`src/rtl/fifo_memory_pkg.sv`:
```
// Shared defaults and parameter derivations for the width-converting FIFO.
package fifo_memory_pkg;

  localparam int unsigned DEF_DATA_IN_WIDTH  = 16;
  localparam int unsigned DEF_DATA_OUT_WIDTH = 4;
  localparam int unsigned DEF_DEPTH          = 8;

  // Number of output slices carried by one input word.
  function automatic int unsigned ratio_of(input int unsigned in_w, input int unsigned out_w);
    return in_w / out_w;
  endfunction

  // Index width for a range of n entries; never narrower than one bit.
  function automatic int unsigned idx_width(input int unsigned n);
    return (n > 1) ? $clog2(n) : 1;
  endfunction

endpackage

```
`src/rtl/fifo_memory_ram.sv`:
```
// Word storage: one synchronous write port, one asynchronous read port.
module fifo_memory_ram #(
  parameter int unsigned WIDTH = 16,
  parameter int unsigned DEPTH = 8,
  parameter int unsigned AW    = 3
) (
  input  logic             clk,
  input  logic             wr_en,
  input  logic [AW-1:0]    wr_addr,
  input  logic [WIDTH-1:0] wr_data,
  input  logic [AW-1:0]    rd_addr,
  output logic [WIDTH-1:0] rd_data
);

  logic [WIDTH-1:0] mem [DEPTH];

  // Store the incoming word; contents are not reset.
  always_ff @(posedge clk) begin
    if (wr_en) mem[wr_addr] <= wr_data;
  end

  assign rd_data = mem[rd_addr];

endmodule

```
`src/rtl/fifo_memory_dw.sv`:
```
// Width-converting FIFO: wide words in, narrow slices out, MS slice first.
module fifo_memory_dw
  import fifo_memory_pkg::*;
#(
  parameter int unsigned DATA_IN_WIDTH  = DEF_DATA_IN_WIDTH,
  parameter int unsigned DATA_OUT_WIDTH = DEF_DATA_OUT_WIDTH,
  parameter int unsigned DEPTH          = DEF_DEPTH
) (
  input  logic                      clk,
  input  logic                      rst,
  input  logic                      wr_en,
  input  logic                      rd_en,
  input  logic [DATA_IN_WIDTH-1:0]  data_in,
  output logic [DATA_OUT_WIDTH-1:0] data_out,
  output logic                      empty,
  output logic                      full
);

  localparam int unsigned RATIO = ratio_of(DATA_IN_WIDTH, DATA_OUT_WIDTH);
  localparam int unsigned PW    = idx_width(DEPTH);
  localparam int unsigned SW    = idx_width(RATIO);
  localparam int unsigned CW    = PW + 1;

  if (DATA_IN_WIDTH % DATA_OUT_WIDTH != 0) begin : g_bad_ratio
    $error("fifo_memory_dw: DATA_IN_WIDTH must be a multiple of DATA_OUT_WIDTH");
  end
  if ((DEPTH < 2) || ((DEPTH & (DEPTH - 1)) != 0)) begin : g_bad_depth
    $error("fifo_memory_dw: DEPTH must be a power of two >= 2");
  end

  logic [PW-1:0]            wp, rp;
  logic [CW-1:0]            cnt;
  logic [SW-1:0]            si;
  logic [DATA_IN_WIDTH-1:0] rd_word;
  logic [DATA_IN_WIDTH-1:0] shifted;
  int unsigned              shift_amt;
  logic                     wr_ok, rd_ok, last_slice, retire;

  assign empty      = (cnt == '0);
  assign full       = (cnt == CW'(DEPTH));
  assign wr_ok      = wr_en && !full;
  assign rd_ok      = rd_en && !empty;
  assign last_slice = (si == SW'(RATIO - 1));
  assign retire     = rd_ok && last_slice;

  fifo_memory_ram #(
    .WIDTH (DATA_IN_WIDTH),
    .DEPTH (DEPTH),
    .AW    (PW)
  ) u_ram (
    .clk     (clk),
    .wr_en   (wr_ok),
    .wr_addr (wp),
    .wr_data (data_in),
    .rd_addr (rp),
    .rd_data (rd_word)
  );

  // Select slice si by shifting it into the top of the word.
  always_comb begin
    shift_amt = int'(si) * DATA_OUT_WIDTH;
    shifted   = rd_word << shift_amt;
  end

  // Pointers, word count, slice index and registered output.
  always_ff @(posedge clk or negedge rst) begin
    if (!rst) begin
      wp       <= '0;
      rp       <= '0;
      cnt      <= '0;
      si       <= '0;
      data_out <= '0;
    end else begin
      if (wr_ok) wp <= wp + 1'b1;
      if (rd_ok) begin
        data_out <= shifted[DATA_IN_WIDTH-1 -: DATA_OUT_WIDTH];
        if (last_slice) begin
          si <= '0;
          rp <= rp + 1'b1;
        end else begin
          si <= si + 1'b1;
        end
      end
      // A word is only freed once its final slice leaves.
      case ({wr_ok, retire})
        2'b10:   cnt <= cnt + 1'b1;
        2'b01:   cnt <= cnt - 1'b1;
        default: cnt <= cnt;
      endcase
    end
  end

endmodule

```
`config.mk`:
```
export PLATFORM = sky130hd
export DESIGN_NAME = fifo_memory_dw
export DESIGN_NICKNAME = d
export VERILOG_FILES = /design/src/rtl/fifo_memory_pkg.sv /design/src/rtl/fifo_memory_ram.sv /design/src/rtl/fifo_memory_dw.sv
export SDC_FILE = /design/constraint.sdc
export NUM_CORES = 1
export LEC_CHECK = 0
export ABC_CLOCK_PERIOD_IN_PS = 2800
export CAP_MARGIN = 20
export CORE_MARGIN = 5
export CORE_UTILIZATION = 30
export CTS_BUF_LIST = sky130_fd_sc_hd__clkbuf_4
export DETAILED_ROUTE_END_ITERATION = 8
export PLACE_DENSITY_LB_ADDON = 0.1
export SLEW_MARGIN = 20
export SYNTH_ARGS = -nofsm -noshare
export SYNTH_HDL_FRONTEND = slang
export SYNTH_SLANG_ARGS = --single-unit
export TNS_END_PERCENT = 10
```
`constraint.sdc`:
```
create_clock -name clk -period 2.8 [get_ports clk]
set_input_delay 0.56 -clock clk [delete_from_list [all_inputs] [get_ports clk]]
set_output_delay 0.56 -clock clk [all_outputs]
set_load 0.005 [all_outputs]
```
==> summary.md <==
| Metric | Value |
|---|---|
| Status | finished clean |
| Max Clock Freq | 0.4083 GHz |
| Maximum capacitance violations | 0 |
| Tot GR Track Use | 12.20% |
| Final setup skew | 0.01962 ns |
| Via count | 3012 |
| Yosys warns | 0 |
| Reg clk slew, reported paths | 0.12 ns |
| Fin crit share | 87.46% |
| Sequential Area | 4248 um2 |
| Effective utilization at floorplan | 30.20% |
| Synthesized instance count | 339 |
| Adder-cell share of the synthesized area | 1.634% |
| Area Growth Syn to Fin | 15.20% |
| Bufs on Longest Clock Path | 2 |
| Simple-gate share of the synthesized area | 3.247% |
| Detailed Route Iter0 Violations | 121 |
| Actual slew at the worst max-slew pin | 0.9787 ns |
| Vias per cell | 4.502 |
| Largest net degree at the start of global routing | 25 |
| Placed Instance Area | 6496 um2 |
| Num rows | 51 |
| Relative slew slack | 34.62% |
| WP buf/inv | 1 |
| WP data required | 2.24 ns |
| Max IR drop VDD | 0.4357 mV |
| Vias in the first global route | 3165 |
| Mux share of post-synthesis cell area | 11.57% |
| Hold Path Class | input pin to async pin |
| RSZ-0062 raised after global routing | no |
| Synth cell types | 31 |
| Final setup viols | 0 |
| 1st-pass router iterations | 4 |
| Cells along the critical path | nor4_1 -> clkdlybuf4s50_1 |
| WL/cell | 18.96 um |
| Post-CTS resize count | 0 |
| Static Leakage | 2.408 nW |
| GP Congestion | 0.7112 |
| Clock sink count | 144 |
| Post-CTS setup buffers | 0 |
| Xor/xnor share of the synthesized area | 1.054% |
| Largest family of logic cells by synthesized area | multiplexers |
| Routed WL | 12.69 mm |
| Post-synthesis compound-gate area fraction | 7.353% |
| Worst skew pair latency | 0.52 ns |
| H-Tree Depth | 4 |
| Pins over their slew limit | 0 |
| Post-layout min period | 2.449 ns |
| Final Hold Vio Count | 0 |
| Core Area | 19270 um2 |
| Chip Width | 149.3 um |
| Setup Crit Path Kind | flop to primary output |
| Multi-input logic area | 1471 um2 |
| First-pass GRT wire length | 19.52 mm |
| Critical Path Source Type | flop |
| DRC | 0 |
| Max stage delay on crit path | 0.57 ns |
| Setup TNS | 0 ns |
| Crit path arrival time | 1.89 ns |
| Ys async rst share | 11.11% |
| Top-Level Pins | 26 |
| Register area share after synthesis | 72.93% |
| ANT nets after route | 0 |
| Final nets | 418 |
| Post-Syn Area | 5819 um2 |
| TritonCTS Buffers | 17 |
| Top_reg_cell synth | edfxtp_1 |
| CTS Hold Buffers Added | 0 |
| Pwr/cell area | 929.0 nW/um2 |
| Post-DP HPWL | 8.019 mm |
| Avg Inst Size Synth | 17.17 um2 |
| Post-synth net total | 366 |
| CTS tree | yes |
| CP max-delay cell | clkdlybuf4s50_1 |
| Crit path max-delay family | buffers and inverters |
| Fraction of layout cells with a size suffix above 1 | 16.87% |
| EDFF count, synth | 128 |
| Die ar. | 22280 um2 |
| CTS Root Buffer Type | clkbuf_4 |
| Initial antenna violation count | 1 |
| CP endpoint kind | primary output |
| Port bufs | 25 |
| Die Span Y | 149.3 um |
| Cell area after layout | 6704 um2 |
| GR Overflow Total | 0 |
| Hold Slack | 0.4990 ns |
| Flops & latches, synth | 144 |
| Crit Path Max Fanout | 4 |
| Fill cells | 1893 |
cells by family after synthesis:
| family | count (synthesis) |
|---|---|
| AOI/OAI and AO/OA | 52 |
| xor gates and xnor gates | 7 |
| adders and majority gates | 7 |
| buffers and inverters | 21 |
| DFF | 144 |
| muxes | 67 |
| and+or+nand+nor | 41 |
path summary, 6_finish.rpt:
kind / slack [ns] / end / from / cells past startpoint
max: 0.35 / empty / cnt[2] / 2
min: 0.50 / cnt[2] / rst / 1
max reg2reg: 0.44 / cnt[3] / cnt[2] / 10
min reg2reg: 0.52 / cnt[3] / cnt[3] / 1
max in group asynchronous: 1.68 / rp[0] / rst / 1
min in group clk: 0.52 / cnt[3] / cnt[3] / 1
layout by cell type, fill, tap and decap left out, drive strengths merged, types with 6 or more instances in the layout:
| master | n |
|---|---|
| inv | 6 |
| clkinv | 9 |
| ha | 6 |
| dfrtp | 16 |
| clkdlybuf4s50 | 25 |
| buf | 23 |
| a21oi | 9 |
| a221oi | 8 |
| mux2i | 65 |
| a22o | 8 |
| clkbuf | 21 |
| a22oi | 16 |
| edfxtp | 128 |
| nor2 | 9 |
| nand2b | 6 |
| nand2 | 16 |
cells in the mapped netlist (3+ instances only):
library cell / count / area share (%)
dfrtp_1: 16 / 6.9
a22oi_1: 16 / 2.1
xnor2_1: 4 / 0.60
inv_1: 6 / 0.39
buf_6: 4 / 0.77
a21oi_1: 9 / 0.77
clkbuf_1: 5 / 0.32
o41ai_2: 4 / 1.1
nand2_1: 16 / 1.0
nand2b_1: 6 / 0.65
ha_1: 6 / 1.3
edfxtp_1: 128 / 66
a221oi_1: 6 / 0.90
xor2_1: 3 / 0.45
buf_2: 4 / 0.34
mux2i_1: 65 / 11
o22ai_1: 4 / 0.43
nor3_1: 4 / 0.34
a22o_1: 8 / 1.2
nor2_1: 9 / 0.58
through the flow:
step                power (mW)  instances  setup slack, ns  util, %
floorplan                4.492        339           0.3885        -
global placement         5.267        637           0.2158    33.71
detailed placement       5.298        637           0.1720    33.71
CTS                      6.351        668           0.2511    34.77
global route             6.653        669           0.1789    34.79
finish                   6.228        669           0.3510    34.79
metal layers:
metal / up-vias / GRT usage (%) / wire length, um
li1: 1437 / - / -
met2: 50 / 18.53 / 5880
met1: 1518 / 16.85 / 6260
met3: 7 / 3.677 / 431
met5: - / 0 / 0
met4: 0 / 3.844 / 114
area by class of cell:
class                      instances  share of cell area [%]
clock buffer                      21                   2.352
timing repair buffer              48                   6.308
tap                              265                   4.946
inverter                           6                  0.3359
clock inverter                    10                  0.7092
multi-input combinational        174                   21.95
sequential                       144                   63.36
antenna                            1                 0.03733
power by group:
| group | leakage [nW] | internal, mW | switching, mW |
|---|---|---|---|
| Clock | 0.123 | 0.366 | 0.678 |
| Sequential | 1.35 | 2.75 | 0.275 |
| Combinational | 0.934 | 0.956 | 1.21 |
registers in the layout (all words and copies together) (netlist names):
signal	cells
cnt	4
data_out	4
rp	3
si	2
u_ram.mem	128
wp	3
worst register-to-register path, delay by kind of cell (launching register included):
kind / cells / cell delay, ns
AND/OR/NAND/NOR: 4 / 0.69
flip-flops: 1 / 0.44
XOR/XNOR: 2 / 0.28
AO/OA/AOI/OAI: 2 / 0.35
adder cells (fa/ha/maj): 2 / 0.50
Power figures use the tool's default switching activity.
